`config.mk`:
```
export PLATFORM = sky130hd
export DESIGN_NAME = cipher_serdes_bridge
export DESIGN_NICKNAME = d
export VERILOG_FILES = /design/src/rtl/cipher_serdes_bridge.sv
export SDC_FILE = /design/constraint.sdc
export NUM_CORES = 1
export LEC_CHECK = 0
export CORE_ASPECT_RATIO = 0.7
export CORE_UTILIZATION = 45
export CTS_CLUSTER_SIZE = 8
export DETAILED_ROUTE_END_ITERATION = 12
export PLACE_DENSITY = 0.68
export SLEW_MARGIN = 20
export SYNTH_ARGS = -nofsm -noshare
export SYNTH_HDL_FRONTEND = slang
export SYNTH_SLANG_ARGS = --single-unit
```
`constraint.sdc`:
```
create_clock -name clk -period 2.3 [get_ports clk]
set_input_delay 0.69 -clock clk [delete_from_list [all_inputs] [get_ports clk]]
set_output_delay 0.69 -clock clk [all_outputs]
set_load 0.1 [all_outputs]
```
`src/rtl/cipher_serdes_bridge.sv`:
```
// Lane-serial <-> block-wide bridge for a block-cipher core. Input: blk_vld 1 cycle after last beat, in_rdy stalls only the
// final beat while the hold stage is occupied. Output: first beat 1 cycle after res handshake. Optional CIPHER_SERDES_RES_BUF_EN adds a result buffer.
module cipher_serdes_bridge #(
  parameter int BLOCK_W = 128,
  parameter int LANE_W  = 1
) (
  input  logic               clk,
  input  logic               rst_n,
  input  logic [LANE_W-1:0]  din,
  input  logic [LANE_W-1:0]  kin,
  input  logic               din_en,
  output logic               in_rdy,
  output logic [BLOCK_W-1:0] blk,
  output logic [BLOCK_W-1:0] blk_key,
  output logic               blk_vld,
  input  logic               blk_rdy,
  input  logic [BLOCK_W-1:0] res,
  input  logic               res_vld,
  output logic               res_rdy,
  output logic [LANE_W-1:0]  dout,
  output logic               dout_vld,
  output logic               dout_last,
  input  logic               dout_rdy
);

  // BLOCK_W must exceed LANE_W: the input shift register keeps all but the final beat.
  localparam int BEATS = BLOCK_W / LANE_W;
  localparam int CW    = (BEATS > 1) ? $clog2(BEATS) : 1;
  localparam int SW    = BLOCK_W - LANE_W;
  localparam logic [CW-1:0] LAST_CNT = CW'(BEATS - 1);
  localparam logic [CW-1:0] LAST_M1  = CW'(BEATS - 2);

  typedef enum logic {IDLE, SHIFT} ostate_t;

  logic [SW-1:0]      sreg_d;
  logic [SW-1:0]      sreg_k;
  logic [CW-1:0]      icnt;
  logic               beat_acc;
  logic               beat_last;

  ostate_t            state;
  ostate_t            state_nxt;
  logic [BLOCK_W-1:0] oreg;
  logic [CW-1:0]      ocnt;
  logic               last_q;
  logic               oload_res;
  logic               oload_buf;
  logic               oshift;
  logic               oend;
  logic               rbuf_wr;

  assign in_rdy    = !(blk_vld && icnt == LAST_CNT);
  assign beat_acc  = din_en && in_rdy;
  assign beat_last = beat_acc && (icnt == LAST_CNT);

  always_ff @(posedge clk or negedge rst_n) begin
    if (!rst_n) begin
      sreg_d  <= '0;
      sreg_k  <= '0;
      icnt    <= '0;
      blk     <= '0;
      blk_key <= '0;
      blk_vld <= 1'b0;
    end else begin
      if (beat_acc) begin
        sreg_d <= (sreg_d << LANE_W) | SW'(din);
        sreg_k <= (sreg_k << LANE_W) | SW'(kin);
        if (icnt == LAST_CNT) begin
          icnt    <= '0;
          blk     <= {sreg_d, din};
          blk_key <= {sreg_k, kin};
        end else begin
          icnt <= icnt + CW'(1);
        end
      end
      // in_rdy blocks beat_last while blk_vld is set, so load and take never coincide.
      if (beat_last)
        blk_vld <= 1'b1;
      else if (blk_vld && blk_rdy)
        blk_vld <= 1'b0;
    end
  end

`ifdef CIPHER_SERDES_RES_BUF_EN
  logic [BLOCK_W-1:0] rbuf_q;
  logic               rbuf_full;

  always_ff @(posedge clk or negedge rst_n) begin
    if (!rst_n) begin
      rbuf_q    <= '0;
      rbuf_full <= 1'b0;
    end else if (oload_buf) begin
      rbuf_full <= 1'b0;
    end else if (rbuf_wr) begin
      rbuf_q    <= res;
      rbuf_full <= 1'b1;
    end
  end
`endif

  always_ff @(posedge clk or negedge rst_n) begin
    if (!rst_n)
      state <= IDLE;
    else
      state <= state_nxt;
  end

  always_comb begin
    state_nxt = state;
    res_rdy   = 1'b0;
    oload_res = 1'b0;
    oload_buf = 1'b0;
    oshift    = 1'b0;
    rbuf_wr   = 1'b0;
    oend      = dout_rdy && (ocnt == LAST_CNT);
    case (state)
      IDLE: begin
        res_rdy = 1'b1;
        if (res_vld) begin
          oload_res = 1'b1;
          state_nxt = SHIFT;
        end
      end
      SHIFT: begin
        oshift = dout_rdy;
`ifdef CIPHER_SERDES_RES_BUF_EN
        res_rdy = !rbuf_full;
        // On the last beat a waiting result chains straight into oreg; an empty buffer is bypassed.
        if (oend) begin
          if (rbuf_full)
            oload_buf = 1'b1;
          else if (res_vld)
            oload_res = 1'b1;
          else
            state_nxt = IDLE;
        end else if (res_vld && !rbuf_full) begin
          rbuf_wr = 1'b1;
        end
`else
        if (oend)
          state_nxt = IDLE;
`endif
      end
      default: state_nxt = IDLE;
    endcase
  end

  always_ff @(posedge clk or negedge rst_n) begin
    if (!rst_n) begin
      oreg   <= '0;
      ocnt   <= '0;
      last_q <= 1'b0;
    end else if (oload_res) begin
      oreg   <= res;
      ocnt   <= '0;
      last_q <= (BEATS == 1);
`ifdef CIPHER_SERDES_RES_BUF_EN
    end else if (oload_buf) begin
      oreg   <= rbuf_q;
      ocnt   <= '0;
      last_q <= (BEATS == 1);
`endif
    end else if (oshift) begin
      oreg   <= oreg << LANE_W;
      ocnt   <= ocnt + CW'(1);
      last_q <= (ocnt == LAST_M1);
    end
  end

  assign dout      = oreg[BLOCK_W-1 -: LANE_W];
  assign dout_vld  = (state == SHIFT);
  assign dout_last = last_q;

endmodule

```
==> results.tsv, run 1 <==
metric	value	unit
status	finished with violations	
failing checks	setup timing	
Synth-to-Final Area Change	29.5	%
hold_ws	463	ps
min Tclk post-route	2460	ps
Worst Setup End Kind	primary output	
RSZ-0062 raised after global routing	yes	
Tot GR Track Use	21.3	%
overall power	26700	uW
Root Buffer	clkbuf_16	
Fmax	407	MHz
Die Area	0.0567	mm^2
vias per inst	5.09	
via count	17600	
Final Cycle Share	107	%
EDFF count, synth	0	
clock slew at reported path FFs	50	ps
top cells by area, synth	dfrtp_1 (65%), nand2_1 (15%), mux2_1 (8.8%)	
Synth area leader	dfrtp_1	
proportion of layout cells with a drive suffix above 1	19.4	%
final WL	59900	um
skew final	15.0	ps
Setup WS post-layout	-155	ps
Initial DRC Count	1093	
critical path launch point type	flop	
Post-Synthesis Cells	2252	
max cap viols	0	
critical path fanouts, max	2	
initial antenna violation count	5	
antenna-violating nets left	0	
clk sinks	655	
IO Pins	398	
endpoints failing hold	0	
IO buf count	397	
starting density of the core	45.5	%
Worst Path Required	1610	ps
Hold Startpoint	blk[119]$_DFFE_PN0P_	
core area	0.0551	mm^2
Die Width	284	um
r2r startpoint	icnt[1]$_DFFE_PN0P_	
relative slew slack	55.5	%
routability cong.	0.815	
CP arrival	1770	ps
Critical Path Start	icnt[0]$_DFFE_PN0P_	
post-route cell area	0.0325	mm^2
pre-CTS WS	-226	ps
Seq cells post-synth	655	
worst skew pair latency	620	ps
Synth top area share	65.3	%
pwr dens	820	mW/mm^2
Pleak	0.0176	uW
average cell area after synthesis	11.1	um^2
DR WL/cell	17.3	um
Clock Tree Buf Depth	3	
H-tree depth	3	
first-pass GRT wire length	96700	um
fraction of registers with async set/reset	100	%
Setup CP Type	reg2out	
CTS buffer count	91	
largest net degree at the start of global routing	81	
CTS tree	done	
TritonRoute pass-1 iters	5	
Placed Instance Area	0.0300	mm^2
VDD IR max	0.624	mV
NumNets Final	2848	
worst hold path type	reg2reg	
vias in the first global route	18000	
global route overflow	0	
Yosys warning count	0	
final-layout fill cell count	4460	
cell area after synthesis	0.0251	mm^2
synth unique cells	32	
worst slew pin tran	667	ps
most common cell after layout, fill and taps aside	nand2_1	
endpoints failing setup	1	
Die Ht	200	um
Slew Viols, Final	0	
# DRC	0	
post-synthesis sequential area ratio	65.3	%
final core utilization	59.0	%
most frequent cells in the layout	nand2_1 (1029), dfrtp_1 (653), buf_4 (309)	
FP Rows	72	
DP HPWL	40300	um
top_reg_cell synth	dfrtp_1	
post-synthesis net count	2391	
-- through the flow --
stage | std cells | TNS [ps]
2_1_floorplan | 2252 | 0
3_3_place_gp | 3342 | -27870
3_5_place_dp | 3342 | -38920
4_1_cts | 3450 | -236
5_1_grt | 3458 | -250
6_report | 3462 | -155
-- where the power goes --
group          internal, uW  switching (uW)  total [uW]
Clock                  7060            4660       11700
Combinational          1020             907        1920
Sequential            12400             606       13000
Total                 20500            6170       26700
-- registers in the layout, summed over array words and instances (netlist names) --
| signal | cells |
|---|---|
| oreg | 128 |
| sreg_d | 127 |
| icnt | 7 |
| blk_key | 128 |
| sreg_k | 127 |
| ocnt | 7 |
| dout_last | 1 |
| blk | 128 |
| dout_vld | 1 |
| blk_vld | 1 |
-- critical path, stage by stage, from the launching register on --
cell and delay (ps):
dfrtp_1 380, ha_4 160, nand2_4 40, or3_4 380
buf_12 190
-- cell usage after synthesis, types with 2 or more instances --
cell	count
nor2_1	6
buf_2	16
buf_1	3
inv_1	3
nand3_1	5
and4_1	2
dfrtp_1	655
mux2_2	59
nand2_1	1030
ha_1	3
xor2_1	3
o21ai_0	8
buf_4	41
and3_1	2
a21oi_1	3
nand4_1	7
clkbuf_1	70
mux2_1	196
a22oi_1	126
and2_1	2
-- worst paths after layout --
path | endpoint | slack [ps] | depth (start not counted)
worst max-delay path | in_rdy | -160 | 4
worst min-delay path | blk[119]$_DFFE_PN0P_ | 460 | 2
worst max register to register | blk_key[24]$_DFFE_PN0P_ | 160 | 8
worst min register to register | blk[119]$_DFFE_PN0P_ | 460 | 2
max in group asynchronous | blk[89]$_DFFE_PN0P_ | 850 | 4
min in group asynchronous | oreg[35]$_DFFE_PN0P_ | 540 | 2
-- timing repair --
item | CTS | global route
pin swaps | 2 | 3
resized for setup | 4 | 1
setup buffers | 6 | 7
setup endpoints to repair | 1 | 1
endpoints found under the hold margin | 18 | 0
hold buffers | 1 | 0
-- per-layer routing --
layer	share of wire [%]	vias up	GRT usage, %
met5	0.022	-	0
met3	6.2	116	5.13
met1	44	8793	28.8
met4	2.6	2	7.13
li1	-	8263	-
met2	47	446	34.0
-- final cells by class --
class | count | area, um^2 | share of cell area (%)
sequential | 655 | 16400 | 50.4
tap | 740 | 926 | 2.85
clock buffer | 95 | 2310 | 7.11
multi-input combinational | 1464 | 8080 | 24.9
timing repair buffer | 494 | 4670 | 14.4
antenna | 5 | 12.5 | 0.0385
inverter | 3 | 15.0 | 0.0462
clock inverter | 6 | 108 | 0.331
-- kinds of logic (layout without fill, tap and decap cells) --
| group | Yosys count | in the layout | synth area share, % |
|---|---|---|---|
| AO/OA/AOI/OAI | 146 | 146 | 4.33 |
| AND/OR/NAND/NOR | 1057 | 1057 | 16.0 |
| XOR/XNOR | 3 | 3 | 0.105 |
| flip-flops | 655 | 655 | 65.3 |
| multiplexers | 255 | 255 | 11.4 |
| other | 0 | 5 | 0 |
| adder cells (fa/ha/maj) | 3 | 3 | 0.150 |
| buffers and inverters | 133 | 598 | 2.68 |
Note: power is estimated with default switching activity, not from simulation.
==> run 2, diff against run 1 <==
GPL_TIMING_DRIVEN = 0   (was default)
==> run 2 against run 1 <==
Against the previous run:
- the run still ends with setup timing left
- worst setup slack got worse by 33 ps
- sequential share of layout area decreased by 0.61 points
- total power decreased by 0.12%
- clock skew increased by 11 ps
- sequential power about the same
- via count increased by 0.68%
- first-iteration DRC count decreased by 5.4%
- routed wire length increased by 2.2%
- fmax decreased by 1.3%
- utilization increased by 0.72 points
- combinational power decreased by 4%
- final cell count increased by 1.4%
- largest power group unchanged
- highest routed layer unchanged
==> results.tsv, run 2 (same netlist as run 1, synthesis figures left out) <==
metric	value	unit	change
status	finished with violations		
failing checks	setup timing		
Die Ht	200	um	unchanged
met3 wire len	3600	um	-3.5%
CTS tree	done		
cell family with most CP delay	simple AND/OR/NAND/NOR gates		
endpoints failing hold	0		unchanged
DP HPWL	42600	um	+5.6%
vias per inst	5.06		-0.67%
Int Pwr	20400	uW	-0.50%
final core utilization	59.7	%	+0.72 points
Comb pwr share	6.9	%	-0.3 points
starting density of the core	45.5	%	unchanged
Top Metal Used	met5		
NumNets Final	2899		+1.8%
Placed Instance Area	0.0302	mm^2	+0.76%
Die Width	284	um	unchanged
IO Pins	398		unchanged
# DRC	0		unchanged
post-route cell area	0.0329	mm^2	+1.2%
vias in the first global route	18200		+0.98%
largest net degree at the start of global routing	106		+31%
min Tclk post-route	2490	ps	+33.4 ps
worst reg2reg path endpoint	blk_key[96]$_DFFE_PN0P_		
global route overflow	0		unchanged
first-pass GRT wire length	98800	um	+2.2%
pwr dens	809	mW/mm^2	-1.3%
Final Cycle Share	108	%	+1.5 points
RSZ-0062 raised after global routing	yes		
IO buf count	397		unchanged
Critical Path Start	icnt[2]$_DFFE_PN0P_		
Initial DRC Count	1034		-5.4%
relative slew slack	57.6	%	+2.0 points
Fmax	402	MHz	-1.3%
most frequent cells in the layout	nand2_1 (1029), dfrtp_1 (653), mux2_1 (196)		
Die Area	0.0567	mm^2	unchanged
critical path fanouts, max	4		+2
Root Buffer	clkbuf_16		
most common cell after layout, fill and taps aside	nand2_1		
core area	0.0551	mm^2	unchanged
clk sinks	655		unchanged
number of hold buffers added after CTS	0		-1
biggest cell delay along the critical path	430	ps	+50 ps
setup_tns	-189	ps	-33.4 ps
initial antenna violation count	3		-2
critical-path cell list	nand4_1 -> or3_4 -> buf_12		
Setup crit end	in_rdy		
endpoints failing setup	1		unchanged
DR WL/cell	17.4	um	+0.86%
skew final	25.8	ps	+10.8 ps
DR WL met2	28800	um	+2.7%
overall power	26600	uW	-0.12%
Tot GR Track Use	21.9	%	+0.54 points
routability cong.	0.870		+6.8%
CP arrival	1800	ps	+30 ps
r2r startpoint	icnt[0]$_DFFE_PN0P_		
critical path's slowest cell	or3_4		
max cap viols	0		unchanged
WP depth	3		-1
Setup CP Type	reg2out		
top flop regs	blk x128, blk_key x128, oreg x128		
Metal-1 WL	27600	um	+3.8%
clock slew at reported path FFs	50	ps	about the same
VDD IR max	0.546	mV	-13%
Slew Viols, Final	0		unchanged
worst r2r path cells	8		unchanged
CTS buffer count	91		unchanged
worst skew pair latency	630	ps	about the same
critical path launch point type	flop		
Clock Tree Buf Depth	3		unchanged
final WL	61200	um	+2.2%
Worst Setup End Kind	primary output		
Setup WS post-layout	-189	ps	-33.4 ps
Clk pwr share	44.2	%	+0.2 points
hold_ws	36.3	ps	-426 ps
proportion of layout cells with a drive suffix above 1	19.4	%	-0.069 points
antenna-violating nets left	0		unchanged
register-to-register setup slack	100	ps	-60 ps
Seq pwr share	48.9	%	about the same
CP bufs+invs	1		unchanged
TritonRoute pass-1 iters	5		unchanged
FP Rows	72		unchanged
Sw Share	23.4	%	+0.29 points
via count	17700		+0.68%
Worst Path Required	1610	ps	about the same
worst hold path type	in2async		
Pleak	0.0171	uW	-2.6%
Synth-to-Final Area Change	31.1	%	
final-layout fill cell count	4509		+1.1%
worst slew pin tran	636	ps	-30.7 ps
P_sw	6240	uW	+1.1%
H-tree depth	3		unchanged
[run 2: cell types whose count changed in the layout (fill, tap and decap cells not counted), moves of 4 or more]
| cell | before | now |
|---|---|---|
| clkbuf_1 | 3 | 41 |
| clkdlybuf4s18_2 | 0 | 41 |
| buf_16 | 0 | 6 |
| clkdlybuf4s15_2 | 0 | 192 |
| diode_2 | 5 | 1 |
| buf_2 | 0 | 42 |
| buf_12 | 49 | 1 |
| clkbuf_2 | 0 | 31 |
| buf_4 | 309 | 56 |
[run 2: power groups by stage]
stage               logic [uW]  clock network, uW  registers (uW)
finish                    1850              11800           13000
global route              2080              12500           13100
CTS                       1800              12000           13000
detailed placement        1760                  0           13200
global placement          1620                  0           13200
floorplan                 1020                  0           13000
[run 2: worst min path at each step]
stage | start | end | slack, ps
final | rst_n | oreg[41]$_DFFE_PN0P_ | 40
after global routing | rst_n | oreg[41]$_DFFE_PN0P_ | 80
after CTS | rst_n | oreg[33]$_DFFE_PN0P_ | 40
after detailed placement | blk[1]$_DFFE_PN0P_ | blk[1]$_DFFE_PN0P_ | 460
after global placement | blk[75]$_DFFE_PN0P_ | blk[75]$_DFFE_PN0P_ | 450
after floorplan | rst_n | blk[0]$_DFFE_PN0P_ | 390
[run 2: timing repair]
item                                    in CTS  in global routing
hold endpoints to repair                     0                  0
pin swaps                                    3                  3
gates cloned                                 0                  0
endpoints found under the setup margin     771                356
gates resized for setup                    854                100
setup buffers                                6                  7
[run 2: layout make-up]
type                            instances  area (um^2)  share of cell area [%]
Sequential cell                       655        16400                    49.8
Multi-Input combinational cell       1464         8060                    24.5
Timing Repair Buffer                  416         4350                    13.2
Clock buffer                           94         2290                    6.95
Tap cell                              740          926                    2.81
Buffer                                129          707                    2.15
Clock inverter                          7          165                   0.502
Inverter                                3         15.0                  0.0456
Antenna cell                            1         2.50                 0.00760
[run 2: layer usage]
layer  global-route usage (%)  up-vias
met5                        0        -
met4                     6.31        4
met3                     5.35       94
met2                     35.0      413
met1                     29.7     8909
li1                         -     8320
[run 2: through the flow]
stage	setup slack, ps	instances
after floorplan	161	2252
after global placement	-30090	3389
after detailed placement	-1200	3395
after CTS	-277	3502
after global routing	-262	3508
final	-189	3509
==> run 3, diff against run 2 <==
GPL_ROUTABILITY_DRIVEN = 0   (was default)
==> results of run 3 <==
The final DEF is identical to that of run 2; final timing and power are the same.
